[src/rtl/vdp_bus_pkg.sv]
`default_nettype none
// ============================================================================
// vdp_bus_pkg : shared types and constants for the VDP CPU-port bus master
// Revision    : 1.0
// ============================================================================
package vdp_bus_pkg;

  typedef enum logic [1:0] {
    IDLE    = 2'd0,
    SETUP   = 2'd1,
    STROBE  = 2'd2,
    RECOVER = 2'd3
  } bus_state_t;

  localparam logic [1:0] VDP_PORT_VRAM = 2'd0;
  localparam logic [1:0] VDP_PORT_CTRL = 2'd1;
  localparam logic [1:0] VDP_PORT_PAL  = 2'd2;
  localparam logic [1:0] VDP_PORT_IREG = 2'd3;

  typedef struct packed {
    logic       wr;
    logic [1:0] port;
    logic [7:0] data;
  } vdp_req_t;

  // Down-counter load value for a phase lasting the given number of clocks.
  function automatic logic [3:0] cyc_load(input int cycles);
    return 4'(cycles - 1);
  endfunction

endpackage
`default_nettype wire

[src/rtl/vdp_bus_master_if.sv]
`default_nettype none
// ============================================================================
// vdp_bus_master_if : VDP CPU I/O port signals (initiator = master)
// Revision          : 1.0
// ============================================================================
interface vdp_bus_master_if;

  logic [1:0] mode;
  logic       csw_n;
  logic       csr_n;
  logic [7:0] cdo;
  logic [7:0] cdi;

  modport master (
    output mode,
    output csw_n,
    output csr_n,
    output cdo,
    input  cdi
  );

  modport slave (
    input  mode,
    input  csw_n,
    input  csr_n,
    input  cdo,
    output cdi
  );

endinterface
`default_nettype wire

[src/rtl/vdp_req_fifo.sv]
`default_nettype none
// ============================================================================
// vdp_req_fifo : first-word-fall-through request FIFO with full/empty/count
// Revision     : 1.0
// ============================================================================
module vdp_req_fifo
  import vdp_bus_pkg::*;
#(
  parameter int DEPTH = 4
) (
  input  logic                     clk,
  input  logic                     rst,
  input  logic                     push_i,
  input  vdp_req_t                 data_i,
  input  logic                     pop_i,
  output vdp_req_t                 head_o,
  output logic                     full_o,
  output logic                     empty_o,
  output logic [$clog2(DEPTH):0]   count_o
);

  localparam int             AW       = $clog2(DEPTH);
  localparam logic [AW:0]    FULL_CNT = (AW + 1)'(DEPTH);

  vdp_req_t          mem_q [DEPTH];
  logic [AW-1:0]     wr_ptr_q;
  logic [AW-1:0]     rd_ptr_q;
  logic [AW:0]       count_q;
  logic              push_w;
  logic              pop_w;

  assign full_o  = (count_q == FULL_CNT);
  assign empty_o = (count_q == '0);
  assign count_o = count_q;
  assign head_o  = mem_q[rd_ptr_q];

  assign push_w = push_i & ~full_o;
  assign pop_w  = pop_i & ~empty_o;

  // Power-of-two depth lets the pointers wrap by plain overflow.
  always_ff @(posedge clk or posedge rst) begin
    if (rst) begin
      wr_ptr_q <= '0;
      rd_ptr_q <= '0;
      count_q  <= '0;
    end else begin
      if (push_w) wr_ptr_q <= wr_ptr_q + AW'(1);
      if (pop_w)  rd_ptr_q <= rd_ptr_q + AW'(1);
      case ({push_w, pop_w})
        2'b10:   count_q <= count_q + (AW + 1)'(1);
        2'b01:   count_q <= count_q - (AW + 1)'(1);
        default: count_q <= count_q;
      endcase
    end
  end

  always_ff @(posedge clk) begin
    if (push_w) mem_q[wr_ptr_q] <= data_i;
  end

endmodule
`default_nettype wire

[src/rtl/vdp_bus_master.sv]
`default_nettype none
// ============================================================================
// vdp_bus_master : queues host port reads/writes and plays them out as timed
//                  single-strobe cycles on the VDP CPU I/O port
// Revision       : 1.0
// ============================================================================
module vdp_bus_master
  import vdp_bus_pkg::*;
#(
  parameter int FIFO_DEPTH  = 4,
  parameter int SETUP_CYC   = 2,
  parameter int STROBE_CYC  = 8,
  parameter int RECOVER_CYC = 3
) (
  input  logic              clk,
  input  logic              rst,
  input  logic              req_valid_i,
  output logic              req_ready_o,
  input  logic              req_wr_i,
  input  logic [1:0]        req_port_i,
  input  logic [7:0]        req_data_i,
  output logic              rsp_valid_o,
  output logic [7:0]        rsp_data_o,
  output logic              busy_o,
  vdp_bus_master_if.master  bus,
  input  logic              int_n_i,
  output logic              irq_o
);

  localparam logic [1:0] ST_IDLE    = 2'(IDLE);
  localparam logic [1:0] ST_SETUP   = 2'(SETUP);
  localparam logic [1:0] ST_STROBE  = 2'(STROBE);
  localparam logic [1:0] ST_RECOVER = 2'(RECOVER);

  localparam logic [3:0] SETUP_LOAD   = cyc_load(SETUP_CYC);
  localparam logic [3:0] STROBE_LOAD  = cyc_load(STROBE_CYC);
  localparam logic [3:0] RECOVER_LOAD = cyc_load(RECOVER_CYC);

  vdp_req_t                      req_w;
  vdp_req_t                      head_w;
  logic                          full_w;
  logic                          empty_w;
  logic                          pop_w;
  logic [$clog2(FIFO_DEPTH):0]   count_w;

  logic [1:0] state_q,     state_d;
  logic [3:0] cnt_q,       cnt_d;
  logic [1:0] mode_q,      mode_d;
  logic [7:0] cdo_q,       cdo_d;
  logic       csw_n_q,     csw_n_d;
  logic       csr_n_q,     csr_n_d;
  logic       rd_q,        rd_d;
  logic       rsp_valid_q, rsp_valid_d;
  logic [7:0] rsp_data_q,  rsp_data_d;
  logic [1:0] irq_sync_q;

  assign req_w = '{wr: req_wr_i, port: req_port_i, data: req_data_i};
  assign pop_w = (state_q == ST_IDLE) & ~empty_w;

  vdp_req_fifo #(
    .DEPTH (FIFO_DEPTH)
  ) u_fifo (
    .clk     (clk),
    .rst     (rst),
    .push_i  (req_valid_i),
    .data_i  (req_w),
    .pop_i   (pop_w),
    .head_o  (head_w),
    .full_o  (full_w),
    .empty_o (empty_w),
    .count_o (count_w)
  );

  assign req_ready_o = ~full_w;
  assign busy_o      = (count_w != '0) | (state_q != ST_IDLE);
  assign rsp_valid_o = rsp_valid_q;
  assign rsp_data_o  = rsp_data_q;
  assign irq_o       = irq_sync_q[1];

  assign bus.mode  = mode_q;
  assign bus.cdo   = cdo_q;
  assign bus.csw_n = csw_n_q;
  assign bus.csr_n = csr_n_q;

  always_comb begin
    state_d     = state_q;
    cnt_d       = cnt_q;
    mode_d      = mode_q;
    cdo_d       = cdo_q;
    csw_n_d     = csw_n_q;
    csr_n_d     = csr_n_q;
    rd_d        = rd_q;
    rsp_valid_d = 1'b0;
    rsp_data_d  = rsp_data_q;

    case (state_q)
      ST_IDLE: begin
        if (!empty_w) begin
          mode_d  = head_w.port;
          cdo_d   = head_w.wr ? head_w.data : 8'h00;
          rd_d    = ~head_w.wr;
          cnt_d   = SETUP_LOAD;
          state_d = ST_SETUP;
        end
      end
      ST_SETUP: begin
        if (cnt_q == 4'd0) begin
          csw_n_d = rd_q;
          csr_n_d = ~rd_q;
          cnt_d   = STROBE_LOAD;
          state_d = ST_STROBE;
        end else begin
          cnt_d = cnt_q - 4'd1;
        end
      end
      ST_STROBE: begin
        if (cnt_q == 4'd0) begin
          // Last low clock: the responder's data is settled, capture it here.
          if (rd_q) begin
            rsp_data_d  = bus.cdi;
            rsp_valid_d = 1'b1;
          end
          csw_n_d = 1'b1;
          csr_n_d = 1'b1;
          cnt_d   = RECOVER_LOAD;
          state_d = ST_RECOVER;
        end else begin
          cnt_d = cnt_q - 4'd1;
        end
      end
      ST_RECOVER: begin
        if (cnt_q == 4'd0) begin
          state_d = ST_IDLE;
        end else begin
          cnt_d = cnt_q - 4'd1;
        end
      end
      default: state_d = ST_IDLE;
    endcase
  end

  always_ff @(posedge clk or posedge rst) begin
    if (rst) begin
      state_q     <= ST_IDLE;
      cnt_q       <= 4'd0;
      mode_q      <= 2'd0;
      cdo_q       <= 8'h00;
      csw_n_q     <= 1'b1;
      csr_n_q     <= 1'b1;
      rd_q        <= 1'b0;
      rsp_valid_q <= 1'b0;
      rsp_data_q  <= 8'h00;
    end else begin
      state_q     <= state_d;
      cnt_q       <= cnt_d;
      mode_q      <= mode_d;
      cdo_q       <= cdo_d;
      csw_n_q     <= csw_n_d;
      csr_n_q     <= csr_n_d;
      rd_q        <= rd_d;
      rsp_valid_q <= rsp_valid_d;
      rsp_data_q  <= rsp_data_d;
    end
  end

  always_ff @(posedge clk or posedge rst) begin
    if (rst) begin
      irq_sync_q <= 2'b00;
    end else begin
      irq_sync_q <= {irq_sync_q[0], ~int_n_i};
    end
  end

endmodule
`default_nettype wire

[src/flat_wrapper.sv]
// flat-port wrapper written by rule: the top's interface ports become plain ports
module vdp_bus_master_flat import vdp_bus_pkg::*;
#(
  parameter int FIFO_DEPTH  = 4,
  parameter int SETUP_CYC   = 2,
  parameter int STROBE_CYC  = 8,
  parameter int RECOVER_CYC = 3
)
  (clk, rst, req_valid_i, req_ready_o, req_wr_i, req_port_i, req_data_i, rsp_valid_o, rsp_data_o, busy_o, int_n_i, irq_o, bus_mode, bus_csw_n, bus_csr_n, bus_cdo, bus_cdi);
  vdp_bus_master_if bus_i ();
  input  logic clk;
  input  logic rst;
  input  logic req_valid_i;
  output logic req_ready_o;
  input  logic req_wr_i;
  input  logic [1:0] req_port_i;
  input  logic [7:0] req_data_i;
  output logic rsp_valid_o;
  output logic [7:0] rsp_data_o;
  output logic busy_o;
  input  logic int_n_i;
  output logic irq_o;
  output wire logic [$bits(bus_i.mode)-1:0] bus_mode;
  output wire logic [$bits(bus_i.csw_n)-1:0] bus_csw_n;
  output wire logic [$bits(bus_i.csr_n)-1:0] bus_csr_n;
  output wire logic [$bits(bus_i.cdo)-1:0] bus_cdo;
  input wire logic [$bits(bus_i.cdi)-1:0] bus_cdi;
  assign bus_mode = bus_i.mode;
  assign bus_csw_n = bus_i.csw_n;
  assign bus_csr_n = bus_i.csr_n;
  assign bus_cdo = bus_i.cdo;
  assign bus_i.cdi = bus_cdi;
  vdp_bus_master #(.FIFO_DEPTH(FIFO_DEPTH), .SETUP_CYC(SETUP_CYC), .STROBE_CYC(STROBE_CYC), .RECOVER_CYC(RECOVER_CYC)) u_core (.clk(clk), .rst(rst), .req_valid_i(req_valid_i), .req_ready_o(req_ready_o), .req_wr_i(req_wr_i), .req_port_i(req_port_i), .req_data_i(req_data_i), .rsp_valid_o(rsp_valid_o), .rsp_data_o(rsp_data_o), .busy_o(busy_o), .bus(bus_i), .int_n_i(int_n_i), .irq_o(irq_o));
endmodule
[config.mk]
export PLATFORM = sky130hd
export DESIGN_NAME = vdp_bus_master_flat
export DESIGN_NICKNAME = d
export VERILOG_FILES = /design/src/rtl/vdp_bus_pkg.sv /design/src/rtl/vdp_bus_master_if.sv /design/src/rtl/vdp_req_fifo.sv /design/src/rtl/vdp_bus_master.sv /design/src/flat_wrapper.sv
export SDC_FILE = /design/constraint.sdc
export NUM_CORES = 1
export LEC_CHECK = 0
export BUFFER_PORTS_ARGS = -buffer_cell sky130_fd_sc_hd__buf_2
export CAP_MARGIN = 15
export CORE_AREA = 4 4 104 106
export CTS_BUF_LIST = sky130_fd_sc_hd__clkbuf_16
export CTS_CLUSTER_SIZE = 30
export DETAILED_ROUTE_END_ITERATION = 12
export DIE_AREA = 0 0 108 110
export SLEW_MARGIN = 15
export SYNTH_ARGS = -nofsm -noshare
export SYNTH_HDL_FRONTEND = slang
export SYNTH_SLANG_ARGS = --single-unit
[constraint.sdc]
create_clock -name clk -period 2.56 [get_ports clk]
set_input_delay 0.384 -clock clk [delete_from_list [all_inputs] [get_ports clk]]
set_output_delay 0.384 -clock clk [all_outputs]
set_load 0.005 [all_outputs]
==> results of run 1 <==
-- worst max path at each step --
stage,endpoint,slack [ns],depth (start not counted)
after CTS,u_core.u_fifo.count_o[2]$_DFFE_PP0P_,0.42,10
after global placement,u_core.u_fifo.count_o[2]$_DFFE_PP0P_,0.52,10
after detailed placement,u_core.u_fifo.count_o[2]$_DFFE_PP0P_,0.45,10
final,u_core.u_fifo.count_o[2]$_DFFE_PP0P_,0.43,10
after floorplan,u_core.u_fifo.count_o[2]$_DFFE_PP0P_,0.58,10
after global routing,u_core.u_fifo.count_o[2]$_DFFE_PP0P_,0.23,10
-- worst max-delay path, delay by kind of cell (launching register included) --
kind	cells	cell delay (ns)
fa+ha+maj	2	0.55
simple gates	3	0.52
buf+inv	3	0.25
xor+xnor	2	0.30
flops	1	0.44
-- placed cells by master, fill, tap and decap left out, drive strengths merged, types with 4 or more instances in the layout --
| master | netlist | routed |
|---|---|---|
| nor2 | 5 | 5 |
| edfxtp | 44 | 44 |
| inv | 23 | 28 |
| mux4 | 10 | 10 |
| o21ai | 4 | 4 |
| nand2 | 20 | 20 |
| and3 | 5 | 5 |
| a21oi | 5 | 5 |
| clkbuf | 0 | 9 |
| o31ai | 9 | 9 |
| buf | 6 | 51 |
| nor3 | 6 | 6 |
| xnor2 | 4 | 4 |
| mux2 | 12 | 12 |
| ha | 11 | 11 |
| dfrtp | 35 | 35 |
-- area by class of cell --
type                            instances  area, um2
Tap cell                              133        166
Multi-Input combinational cell        113       1020
Inverter                               23       86.3
Clock buffer                            9        225
Timing Repair Buffer                   52        278
Sequential cell                        81       2250
Fill cell                             912       5670
Clock inverter                          7       83.8
-- sequential cells by signal (all words and copies together) (netlist names), 3 cells and up --
signal,count
u_core.rsp_data_o,8
u_core.bus.cdo,8
u_core.u_fifo.count_o,3
u_core.cnt_q,4
u_core.u_fifo.mem_q,44
-- cells by family (layout without fill, tap and decap cells) --
family | count (synthesis) | count (layout)
adder cells (fa/ha/maj) | 12 | 12
buffers and inverters | 29 | 91
XOR/XNOR | 6 | 6
multiplexers | 24 | 24
AND/OR/NAND/NOR | 46 | 46
flip-flops | 81 | 81
AO/OA/AOI/OAI | 25 | 25
-- per-layer routing --
layer,track usage [%],routed length (um),vias to the layer above
met1,14.0,2870,919
li1,-,-,919
met5,0,0,-
met3,3.79,332,6
met2,17.6,2780,48
met4,4.06,68,0
-- power by group --
part	total (uW)	internal (uW)	switching, uW
Combinational	1740	811	926
Sequential	2010	1810	201
Clock	1320	777	540
-- per-stage QoR --
step	hold slack [ns]	total power, uW	worst slack (ns)	cell area [um2]
after global routing	0.198	5440	0.233	4110
after floorplan	0.331	3290	0.576	3390
after global placement	0.309	3770	0.522	3790
after CTS	0.187	5150	0.425	4110
final	0.201	5070	0.428	4110
after detailed placement	0.314	3810	0.446	3790
==> metrics.cfg, run 1 <==
[synth]
syn_area_per_cell_um2 = 15.2
synth_edf_count = 44
synth_area_leader_cell = edfxtp_1
synth_mux_area_share_pct = 11.2
synthFlopType = edfxtp_1
synthXorXnorAreaFrac_pct = 1.55
yosys_warnings = 0
post-synth-top-count-cell = edfxtp_1
ys_seq_area_share_pct = 66.3
synth_cells = 223
ys_top_cells_by_area = edfxtp_1 (39%), dfrtp_1 (26%), mux4_2 (6.6%), ha_1 (4.1%), mux2_1 (4.0%)
synthAdderAreaFrac_pct = 4.64
synth_area_mm2 = 0.00339
synthArstFlopShare_pct = 45.7
synth_top_family_by_area = multiplexers
synth_cell_types = 39
netlist.area_leader.share_pct = 38.9
synth_compound_area_share_pct = 5.20
ys_ff_latch = 81
synthesis.nets = 258
synth-simple-area-share_pct = 7.37
netlist_top_cells_count = edfxtp_1 (44), dfrtp_1 (35), inv_1 (23)

[clocking]
cts.sinks = 81
clk_pin_slew_ns = 0.06
cts_setup_buffers = 0
numCtsBuffers = 9
htreeDepth = 3
cts_resized = 0
worst_skew_pair.late_latency_ns = 0.33
tritoncts = yes
cts_buffer_depth = 2
cts_root_buffer = clkbuf_16
ctsHoldBuffers = 1

[worst_hold_path]
min_to = u_core.irq_sync_q[0]$_DFF_PP0_
min_from = int_n_i
hold_class = input pin to flop
hold_depth = 2

[power_and_ir_drop]
peakVddDrop_mv = 0.428
power_density_mw_per_mm2 = 1230
total_leakage_power_uw = 0.00176

[grt]
grt_pass1_vias = 1961
grt_pass1_wl_mm = 9.90
grt_max_degree = 33
antenna_found_initial = 0
grt-ovfl-total = 0
grt.total_usage_pct = 11.0

[critical_path]
criticalPathCategory = flop to flop
crit_top_cell = inv_1
r2r_cells = 10
rrSetupSlack_ns = 0.43
start_kind = flop
crit_chain = inv_1 > nand3_1 > and2_1 > inv_1 > ha_1 > inv_1 > fa_1 > xor2_1 > nor2_1 > xor2_1
crit_start = u_core.u_fifo.count_o[0]$_DFFE_PP0P_
crit_path_end_kind = flop
worstReg2RegStart = u_core.u_fifo.count_o[0]$_DFFE_PP0P_
required_ns = 2.81
worst-path-max-fanout = 6
cp_slowest_cell = dfrtp_1
worstReg2RegEnd = u_core.u_fifo.count_o[2]$_DFFE_PP0P_
cpPeakStageDelay_ns = 0.44
worstPathArrival_ns = 2.39

[finish]
diodes = 0
layout.core_utilization_pct = 42.0
area_growth_syn_to_layout_pct = 21.0
drive_gt1_share_pct = 29.8
finalNonFillerCells = 418
nets = 315

[floorplanning]
die_y_um = 110
start_util_pct = 34.7
die_area_mm2 = 0.0119
placementRows = 36
ios = 47
core_mm2 = 0.00977
die_w_um = 108

[place]
port_buffers = 46
post-dp-hpwl_mm = 4.26
gp_congestion = 0.755
place_inst = 401

[routing]
firstDrtPassIters = 4
post-route-drc-count = 0
vias_per_cell = 4.53
drt-total-wl_mm = 6.05
drt_iter0_drc = 90
antenna_left = 0
wl_per_cell_um = 14.5
dr_total_vias = 1892

[sta]
slew_headroom_pct = 59.1
post-route-period-util_pct = 83.3
worstMarginPinSlew_ns = 0.614
drv_slew = 0
rsz0062_at_grt = no
tns_ns = 0
setup_viol = 0
hold_viol_final = 0
skew_ns = 0.00902
period_needed_ns = 2.13
max_freq_mhz = 469

[status]
status = finished clean

[run]
maxCapViolCount = 0

(Power assumes the default switching activity.)
==> inputs of run 2 (changes only) <==
==> constraint.sdc (replaced) <==
create_clock -name clk -period 1.75 [get_ports clk]
set_input_delay 0.2625 -clock clk [delete_from_list [all_inputs] [get_ports clk]]
set_output_delay 0.2625 -clock clk [all_outputs]
set_load 0.005 [all_outputs]
==> metrics.cfg, run 2 (synthesis gave the netlist of run 1 again) <==
[power_and_ir_drop]
peakVddDrop_mv = 0.606
total_leakage_power_uw = 0.00191
power_density_mw_per_mm2 = 1840

[status]
status = finished clean

[clocking]
clk_pin_slew_ns = 0.06
tritoncts = yes
worst_skew_pair.late_latency_ns = 0.33
cts.sinks = 81
cts_root_buffer = clkbuf_16
htreeDepth = 3
numCtsBuffers = 9
ctsHoldBuffers = 0
cts_buffer_depth = 2

[finish]
layout_common_cells = buf_2 (45), edfxtp_1 (44), dfrtp_1 (34), buf_4 (25), nand2_1 (20)
largest_register_ffs = 44
final_common_cell = buf_2
largest_register = u_core.u_fifo.mem_q
drive_gt1_share_pct = 42.1
final_area_mm2 = 0.00448
fill_cells = 877
multi_input_area_mm2 = 0.00109
diodes = 0
nets = 341
regArea_mm2 = 0.00225
area_growth_syn_to_layout_pct = 32.1
layout.core_utilization_pct = 45.9

[critical_path]
worstReg2RegEnd = u_core.u_fifo.count_o[2]$_DFFE_PP0P_
rrSetupSlack_ns = 0.02
start_kind = flop
criticalPathCategory = flop to flop
r2r_cells = 10
required_ns = 2.00
cpPeakStageDelay_ns = 0.42
crit_top_cell = inv_2
worst-path-max-fanout = 4
crit_path_end_kind = flop
worstPathArrival_ns = 1.99
worstReg2RegStart = u_core.u_fifo.count_o[0]$_DFFE_PP0P_
crit_chain = inv_2 > nand3_4 > and2_4 > inv_2 > ha_4 > inv_2 > fa_2 > xor2_1 > nor2_1 > xor2_1
cp_slowest_cell = dfrtp_1

[place]
post-dp-hpwl_mm = 4.23
port_buffers = 46
gp_congestion = 0.791
placed_cell_area_mm2 = 0.00406

[routing]
post-route-drc-count = 0
firstDrtPassIters = 4
dr_total_vias = 1988
vias_per_cell = 4.48
drt_iter0_drc = 59
antenna_left = 0
drt-total-wl_mm = 6.02
wl_per_cell_um = 13.6

[grt]
grt_pass1_vias = 2002
grt-ovfl-total = 0
antenna_found_initial = 0
grt.total_usage_pct = 11.0
grt_max_degree = 38
grt_pass1_wl_mm = 9.91

[floorplanning]
start_util_pct = 34.7
die_y_um = 110
ios = 47
die_area_mm2 = 0.0119
placementRows = 36
core_mm2 = 0.00977
die_w_um = 108

[sta]
rsz0062_at_grt = yes
drv_slew = 0
hold_viol_final = 0
whs_ns = 0.0368
max_freq_mhz = 577
skew_ns = 0.00556
setup_viol = 0
period_needed_ns = 1.73
slew_headroom_pct = 68.0
post-route-period-util_pct = 99.0
worstMarginPinSlew_ns = 0.481

[worst_hold_path]
hold_class = input pin to async pin

[run]
maxCapViolCount = 0

-- run 2: changes by cell type in the layout (fill, tap and decap cells not counted), sizes merged --
cell,before,now
buf,51,78
bufinv,1,2
clkinv,1,0
dlygate4sd3,1,0
-- run 2: power by group --
part	total (uW)	switching [uW]	internal, uW
clock	2060	784	1280
sequential	2930	281	2650
combinational	3270	1530	1740
-- run 2: worst max-delay path, delay by kind of cell (launching register included) --
family	cells	cell delay (ns)
buffers and inverters	3	0.18
DFF	1	0.42
xor gates and xnor gates	2	0.28
and+or+nand+nor	3	0.32
adders and majority gates	2	0.44
-- run 2: how the worst max path moves through the flow --
| stage | start | end | slack (ns) | cells after the start |
|---|---|---|---|---|
| 3_3_place_gp | u_core.state_q[1]$_DFFE_PP0P_ | u_core.u_fifo.count_o[2]$_DFFE_PP0P_ | -0.003 | 10 |
| 4_1_cts | u_core.u_fifo.count_o[2]$_DFFE_PP0P_ | busy_o | -0.009 | 5 |
| 2_1_floorplan | u_core.u_fifo.count_o[0]$_DFFE_PP0P_ | u_core.u_fifo.count_o[2]$_DFFE_PP0P_ | -0.05 | 10 |
| 3_5_place_dp | u_core.state_q[0]$_DFFE_PP0P_ | u_core.u_fifo.count_o[2]$_DFFE_PP0P_ | -0.04 | 10 |
| 6_report | u_core.u_fifo.count_o[0]$_DFFE_PP0P_ | u_core.u_fifo.count_o[2]$_DFFE_PP0P_ | 0.02 | 10 |
| 5_1_grt | u_core.u_fifo.count_o[0]$_DFFE_PP0P_ | u_core.u_fifo.count_o[2]$_DFFE_PP0P_ | -0.1 | 10 |
-- run 2: cell type report --
| class | count | share of cell area (%) |
|---|---|---|
| clock buffer | 9 | 5.02 |
| clock inverter | 7 | 2.37 |
| inverter | 23 | 1.93 |
| multi-input combinational | 113 | 24.4 |
| sequential | 81 | 50.2 |
| tap | 133 | 3.71 |
| timing repair buffer | 78 | 12.4 |
-- run 2: layer usage --
metal	vias to the layer above	global-route usage, %	routed length [um]
met5	-	0	0
met4	0	2.71	17
met3	2	3.79	312
met2	45	17.5	2810
met1	967	14.5	2880
li1	974	-	-
-- run 2: timing repair --
item,CTS,global route
setup buffers,2,3
endpoints found under the setup margin,10,14
pin swaps,3,3
gates resized for setup,9,5
-- run 2: per-stage QoR --
stage	total power [uW]	std cells	setup TNS, ns	worst slack (ns)
after global placement	6010	423	-0.00348	-0.00348
after detailed placement	6080	423	-0.0486	-0.0447
final	8270	444	0	0.0175
after global routing	8880	444	-0.199	-0.0950
after CTS	8300	441	-0.00879	-0.00879
after floorplan	4890	223	-0.0457	-0.0457
